**src/rtl/ram_clear_sequencer_if.sv**
```systemverilog
// Client request/response channel between a pipeline structure and the RAM clear sequencer.
// master = client side, slave = sequencer side.
interface ram_clear_sequencer_if #(
  parameter int ADDRLEN = 10,
  parameter int DATALEN = 2
);
  logic               req_valid;
  logic               req_ready;
  logic               req_we;
  logic [ADDRLEN-1:0] req_addr;
  logic [DATALEN-1:0] req_wdata;
  logic               rsp_valid;
  logic [DATALEN-1:0] rsp_rdata;

  modport master (
    output req_valid, req_we, req_addr, req_wdata,
    input  req_ready, rsp_valid, rsp_rdata
  );

  modport slave (
    input  req_valid, req_we, req_addr, req_wdata,
    output req_ready, rsp_valid, rsp_rdata
  );
endinterface

```
**src/rtl/ram_clear_sequencer.sv**
```systemverilog
// Zeroes a true dual-port RAM two entries per cycle (A even, B odd) and, when no
// sweep is running, forwards a single client request channel onto port A.
module ram_clear_sequencer #(
  parameter int ADDRLEN        = 10,
  parameter int DATALEN        = 2,
  parameter int DEPTH          = 1024,
  parameter bit CLEAR_ON_RESET = 1'b0
) (
  input  logic                 clk,
  input  logic                 reset_x,
  input  logic                 clear_req,
  output logic                 clear_busy,
  output logic                 clear_done,
  ram_clear_sequencer_if.slave req_if,
  output logic [ADDRLEN-1:0]   ram_addra,
  output logic [DATALEN-1:0]   ram_wdataa,
  output logic                 ram_wea,
  input  logic [DATALEN-1:0]   ram_rdataa,
  output logic [ADDRLEN-1:0]   ram_addrb,
  output logic [DATALEN-1:0]   ram_wdatab,
  output logic                 ram_web
);

  typedef enum logic [0:0] {ST_IDLE = 1'b0, ST_SWEEP = 1'b1} state_t;

  localparam logic [ADDRLEN:0] DEPTH_W     = (ADDRLEN+1)'(DEPTH);
  localparam state_t           RESET_STATE = CLEAR_ON_RESET ? ST_SWEEP : ST_IDLE;

  state_t             state_r, state_nxt_s;
  logic [ADDRLEN-1:0] ptr_r, ptr_nxt_s;
  logic               rd_pend_r, rd_pend_nxt_s;
  logic               clear_done_r, clear_done_nxt_s;
  logic [ADDRLEN:0]   ptr_p1_s, ptr_p2_s;
  logic               req_ready_s, wea_s, web_s;
  logic [ADDRLEN-1:0] addra_s, addrb_s;
  logic [DATALEN-1:0] wdataa_s;

  // One extra bit so the end-of-sweep compare cannot wrap when DEPTH == 2**ADDRLEN.
  assign ptr_p1_s = {1'b0, ptr_r} + (ADDRLEN+1)'(1'b1);
  assign ptr_p2_s = {1'b0, ptr_r} + (ADDRLEN+1)'(2'd2);

  // State, sweep pointer, read-pending and done flags.
  always_ff @(posedge clk or negedge reset_x) begin
    if (!reset_x) begin
      state_r      <= RESET_STATE;
      ptr_r        <= {ADDRLEN{1'b0}};
      rd_pend_r    <= 1'b0;
      clear_done_r <= 1'b0;
    end else begin
      state_r      <= state_nxt_s;
      ptr_r        <= ptr_nxt_s;
      rd_pend_r    <= rd_pend_nxt_s;
      clear_done_r <= clear_done_nxt_s;
    end
  end

  // Next-state and port muxing; a clear request outranks the client in IDLE.
  always_comb begin
    state_nxt_s      = state_r;
    ptr_nxt_s        = ptr_r;
    rd_pend_nxt_s    = 1'b0;
    clear_done_nxt_s = 1'b0;
    req_ready_s      = 1'b0;
    addra_s          = req_if.req_addr;
    wdataa_s         = req_if.req_wdata;
    wea_s            = 1'b0;
    addrb_s          = {ADDRLEN{1'b0}};
    web_s            = 1'b0;
    case (state_r)
      ST_IDLE: begin
        req_ready_s   = ~clear_req;
        wea_s         = req_if.req_valid & req_ready_s & req_if.req_we;
        rd_pend_nxt_s = req_if.req_valid & req_ready_s & ~req_if.req_we;
        if (clear_req) begin
          state_nxt_s = ST_SWEEP;
          ptr_nxt_s   = {ADDRLEN{1'b0}};
        end else begin
          state_nxt_s = ST_IDLE;
        end
      end
      ST_SWEEP: begin
        addra_s   = ptr_r;
        wdataa_s  = {DATALEN{1'b0}};
        wea_s     = 1'b1;
        addrb_s   = ptr_p1_s[ADDRLEN-1:0];
        web_s     = (ptr_p1_s < DEPTH_W);
        ptr_nxt_s = ptr_p2_s[ADDRLEN-1:0];
        if (ptr_p2_s >= DEPTH_W) begin
          state_nxt_s      = ST_IDLE;
          clear_done_nxt_s = 1'b1;
        end else begin
          state_nxt_s = ST_SWEEP;
        end
      end
      default: begin
        state_nxt_s = ST_IDLE;
        ptr_nxt_s   = {ADDRLEN{1'b0}};
      end
    endcase
  end

  assign clear_busy       = (state_r == ST_SWEEP);
  assign clear_done       = clear_done_r;
  assign req_if.req_ready = req_ready_s;
  assign req_if.rsp_valid = rd_pend_r;
  assign req_if.rsp_rdata = ram_rdataa;
  assign ram_addra        = addra_s;
  assign ram_wdataa       = wdataa_s;
  assign ram_wea          = wea_s & reset_x;
  assign ram_addrb        = addrb_s;
  assign ram_wdatab       = {DATALEN{1'b0}};
  assign ram_web          = web_s & reset_x;

endmodule

```
**src/flat_wrapper.sv**
```systemverilog
// flat-port wrapper written by rule: the top's interface ports become plain ports
module ram_clear_sequencer_flat 
#(
  parameter int ADDRLEN        = 10,
  parameter int DATALEN        = 2,
  parameter int DEPTH          = 1024,
  parameter bit CLEAR_ON_RESET = 1'b0
)
  (clk, reset_x, clear_req, clear_busy, clear_done, ram_addra, ram_wdataa, ram_wea, ram_rdataa, ram_addrb, ram_wdatab, ram_web, req_if_req_valid, req_if_req_we, req_if_req_addr, req_if_req_wdata, req_if_req_ready, req_if_rsp_valid, req_if_rsp_rdata);
  ram_clear_sequencer_if #(.ADDRLEN(ADDRLEN), .DATALEN(DATALEN)) req_if_i ();
  input  logic clk;
  input  logic reset_x;
  input  logic clear_req;
  output logic clear_busy;
  output logic clear_done;
  output logic [ADDRLEN-1:0] ram_addra;
  output logic [DATALEN-1:0] ram_wdataa;
  output logic ram_wea;
  input  logic [DATALEN-1:0] ram_rdataa;
  output logic [ADDRLEN-1:0] ram_addrb;
  output logic [DATALEN-1:0] ram_wdatab;
  output logic ram_web;
  input wire logic [$bits(req_if_i.req_valid)-1:0] req_if_req_valid;
  input wire logic [$bits(req_if_i.req_we)-1:0] req_if_req_we;
  input wire logic [$bits(req_if_i.req_addr)-1:0] req_if_req_addr;
  input wire logic [$bits(req_if_i.req_wdata)-1:0] req_if_req_wdata;
  output wire logic [$bits(req_if_i.req_ready)-1:0] req_if_req_ready;
  output wire logic [$bits(req_if_i.rsp_valid)-1:0] req_if_rsp_valid;
  output wire logic [$bits(req_if_i.rsp_rdata)-1:0] req_if_rsp_rdata;
  assign req_if_i.req_valid = req_if_req_valid;
  assign req_if_i.req_we = req_if_req_we;
  assign req_if_i.req_addr = req_if_req_addr;
  assign req_if_i.req_wdata = req_if_req_wdata;
  assign req_if_req_ready = req_if_i.req_ready;
  assign req_if_rsp_valid = req_if_i.rsp_valid;
  assign req_if_rsp_rdata = req_if_i.rsp_rdata;
  ram_clear_sequencer #(.ADDRLEN(ADDRLEN), .DATALEN(DATALEN), .DEPTH(DEPTH), .CLEAR_ON_RESET(CLEAR_ON_RESET)) u_core (.clk(clk), .reset_x(reset_x), .clear_req(clear_req), .clear_busy(clear_busy), .clear_done(clear_done), .req_if(req_if_i), .ram_addra(ram_addra), .ram_wdataa(ram_wdataa), .ram_wea(ram_wea), .ram_rdataa(ram_rdataa), .ram_addrb(ram_addrb), .ram_wdatab(ram_wdatab), .ram_web(ram_web));
endmodule
```
**config.mk**
```make
export PLATFORM = sky130hd
export DESIGN_NAME = ram_clear_sequencer_flat
export DESIGN_NICKNAME = d
export VERILOG_FILES = /design/src/rtl/ram_clear_sequencer_if.sv /design/src/rtl/ram_clear_sequencer.sv /design/src/flat_wrapper.sv
export SDC_FILE = /design/constraint.sdc
export NUM_CORES = 1
export LEC_CHECK = 0
export ABC_CLOCK_PERIOD_IN_PS = 1400
export CAP_MARGIN = 20
export CORE_ASPECT_RATIO = 0.8
export CORE_UTILIZATION = 36
export DETAILED_ROUTE_END_ITERATION = 10
export GPL_ROUTABILITY_DRIVEN = 0
export PLACE_DENSITY = 0.81
export SLEW_MARGIN = 15
export SYNTH_ARGS = -nofsm -noshare
export SYNTH_HDL_FRONTEND = slang
export SYNTH_SLANG_ARGS = --single-unit
```
**constraint.sdc**
```tcl
create_clock -name clk -period 1.4 [get_ports clk]
set_input_delay 0.28 -clock clk [delete_from_list [all_inputs] [get_ports clk]]
set_output_delay 0.28 -clock clk [all_outputs]
set_load 0.02 [all_outputs]
```
==> reports/results.ini <==
[die]
die-area_um2=2490
dieWidth_um=55.5
rows=15
start_util_pct=38.3
fp.coreArea_um2=2160
fp.dieH_um=44.8
pin_count=51

[setup_path]
worstSetupPathType=flip-flop to output port
crit_chain=buf_6 -> mux2_4 -> buf_6
cp_data_arrival_time_ns=1.36
required_ns=1.12
cp_common_cell=buf_6
timing.rr.start=u_core.clear_busy$_DFF_PN0_
cp_slowest_stage_delay_ns=0.51
r2r_slack_ns=-0.12
path_max_fanout=7
reg2reg_to=u_core.ptr_r[7]$_DFFE_PN0N_
critPathSlowestCell=dfrtp_4
reg2regPathDepth=6
endpoint_kind=output port
critPathLaunchType=flip-flop

[layout]
area_delta_synth_final_pct=83.8
final_core_util_pct=70.3
layout-drive-gt1-share_pct=54.4
nets=170
diodes=0

[logic_synthesis]
yosysSeqAreaShare_pct=36.4
synth_seq_cells=12
synth_compound_area_share_pct=11.1
synth_cell_types=36
synth-warning-count=0
yosys.area_share.simple_pct=27.0
synth_fa_ha_area_share_pct=1.52
ys.flop_type=dfrtp_1
avgSynthCellArea_um2=9.72
async_flop_share_pct=100
synthMuxAreaShare_pct=13.3
synth_xor_xnor_area_share_pct=2.12
syn-cell-area_um2=826
synth_top_family_by_area=simple AND/OR/NAND/NOR gates
synth_enable_flop_cells=0
syn_inst=85

[cts]
clk_path_buf_depth=2
cts.sinks=12
htreeDepth=1
clk_pin_slew_ns=0.08
clk_latency_ns=0.28
cts_buffers=3
cts_tree=done
root_buffer=clkbuf_4

[grt]
grt_usage_pct=21.4
grt_pass1_wl_mm=3.95
grt_pass1_vias=887
grt_overflow=0
grt_max_degree=14
antenna_found_initial=0

[placed_design]
port_buffers=44
dp_hpwl_mm=1.81

[power_and_ir_drop]
ir_drop_uv=1110
power_density_nw_per_um2=1780
internal-power_mw=1.54
p_comb_share_pct=68.7
swShare_pct=42.8
power_frac_seq_pct=20.9
p_leak_nw=0.733
switching_power_mw=1.15
p_clk_share_pct=10.4

[timing]
fin_crit_sh_pct=117
setup_viol=26
skew_ns=0.00549
hold_viol_final=0
fin_crit_ns=1.64
hold_ws_ns=0.223
setup_slack_ns=-0.240
rsz0062_at_grt=true
max_freq_mhz=610
report.final.slew_viol_count=0

[drt]
ant_nets=0
vias=898
wire_per_inst_um=14.9
first_pass_iters=4
initialDrtViolationCount=7
route.detailed.drc=0
via_per_inst=5.16
drt_wl_total_mm=2.59

[outcome]
status=complete, but fails checks
violations=negative setup slack

[hold_path]
hold_class=primary input to asynchronous set/reset pin

[flow_run]
maxCapViolCount=0

## final cells by class
type	instances	area (µm²)
clock buffer	4	36.3
fill	160	641
inverter	2	7.51
multi-input combinational	63	533
sequential	12	304
tap	25	31.3
timing repair buffer	68	606
## flip-flops by register name (all words and copies together), names as in the netlist
signal and cells:
u_core.req_if.rsp_valid 1, u_core.clear_busy 1, u_core.ptr_r 9, u_core.clear_done 1
## cell usage in the layout, fill, tap and decap left out, types with 2 or more instances in the layout
cell,synthesis,final
inv_1,2,2
mux2i_1,2,2
nor4b_1,2,2
mux2_2,8,7
buf_2,3,11
dfrtp_1,12,11
nor2_4,0,2
nor2b_1,3,2
clkdlybuf4s50_1,0,16
o21ai_1,3,3
dlygate4sd2_1,0,2
clkbuf_4,0,3
nand2b_1,4,3
and2_2,0,7
buf_6,1,18
buf_4,4,20
conb_1,1,2
nand2_1,6,6
nand3_1,3,3
## power groups by stage
stage | sequential [mW] | combinational, mW | clock, mW
finish | 0.562 | 1.85 | 0.281
global route | 0.577 | 1.99 | 0.297
CTS | 0.557 | 1.77 | 0.282
detailed placement | 0.564 | 1.82 | 0
global placement | 0.558 | 1.76 | 0
floorplan | 0.636 | 0.886 | 0
## per-stage QoR
stage / cells / setup TNS, ns / setup WS (ns) / cell area (µm²) / power, mW
final: 174 / -4.44 / -0.240 / 1520 / 2.70
after global routing: 174 / -5.62 / -0.274 / 1520 / 2.86
after CTS: 173 / -4.57 / -0.244 / 1460 / 2.61
after detailed placement: 165 / -10.62 / -0.549 / 1400 / 2.39
after global placement: 165 / -9.91 / -0.540 / 1400 / 2.32
after floorplan: 86 / -0.0956 / -0.0137 / 843 / 1.52
## logic make-up after synthesis
logic type	Yosys count
compound gates	13
flops	12
simple gates	35
mux	10
fa+ha+maj	1
other cells	1
buf+inv	11
xor+xnor	2
## worst max-delay path by stage
stage	startpoint	endpoint	slack [ns]	depth (start not counted)
floorplan	u_core.clear_busy$_DFF_PN0_	ram_addra[1]	-0.01	3
detailed placement	reset_x	ram_web	-0.55	3
finish	u_core.clear_busy$_DFF_PN0_	ram_addra[2]	-0.24	3
global placement	reset_x	ram_web	-0.54	3
CTS	u_core.clear_busy$_DFF_PN0_	ram_addra[2]	-0.24	3
global route	u_core.clear_busy$_DFF_PN0_	ram_addra[2]	-0.27	3
## per-layer routing
| layer | wire (µm) | track usage [%] | part of all wire (%) | up-vias |
|---|---|---|---|---|
| met5 | 0 | 0 | 0 | - |
| met4 | 42 | 9.00 | 1.6 | 0 |
| met3 | 187 | 5.44 | 7.2 | 5 |
| met2 | 1300 | 40.0 | 50 | 48 |
| met1 | 1050 | 23.9 | 41 | 426 |
| li1 | - | - | - | 419 |
## cell usage after synthesis, types with 2 or more instances
cell,n,share of area [%]
inv_1,2,0.91
mux2i_1,2,2.4
nand2b_1,4,3.0
dfrtp_1,12,36
buf_4,4,3.6
and2_1,9,6.8
nand3_1,3,1.8
nor2_1,2,0.91
o21ai_1,3,1.8
mux2_2,8,11
nor4b_1,2,2.1
nand2_1,6,2.7
buf_2,3,1.8
nor2b_1,3,2.3
## what timing repair did
| action | CTS | global route |
|---|---|---|
| pin swaps | 2 | 2 |
| endpoints found under the setup margin | 34 | 29 |
| gates resized for setup | 141 | 10 |
| hold buffers | 0 | 0 |
| setup buffers | 4 | 1 |
## worst max-delay path: cells and delay by family (launching register included)
| family | cells | cell delay (ns) |
|---|---|---|
| flops | 1 | 0.51 |
| mux | 1 | 0.30 |
| buf+inv | 2 | 0.28 |
Note: power is estimated with default switching activity, not from simulation.
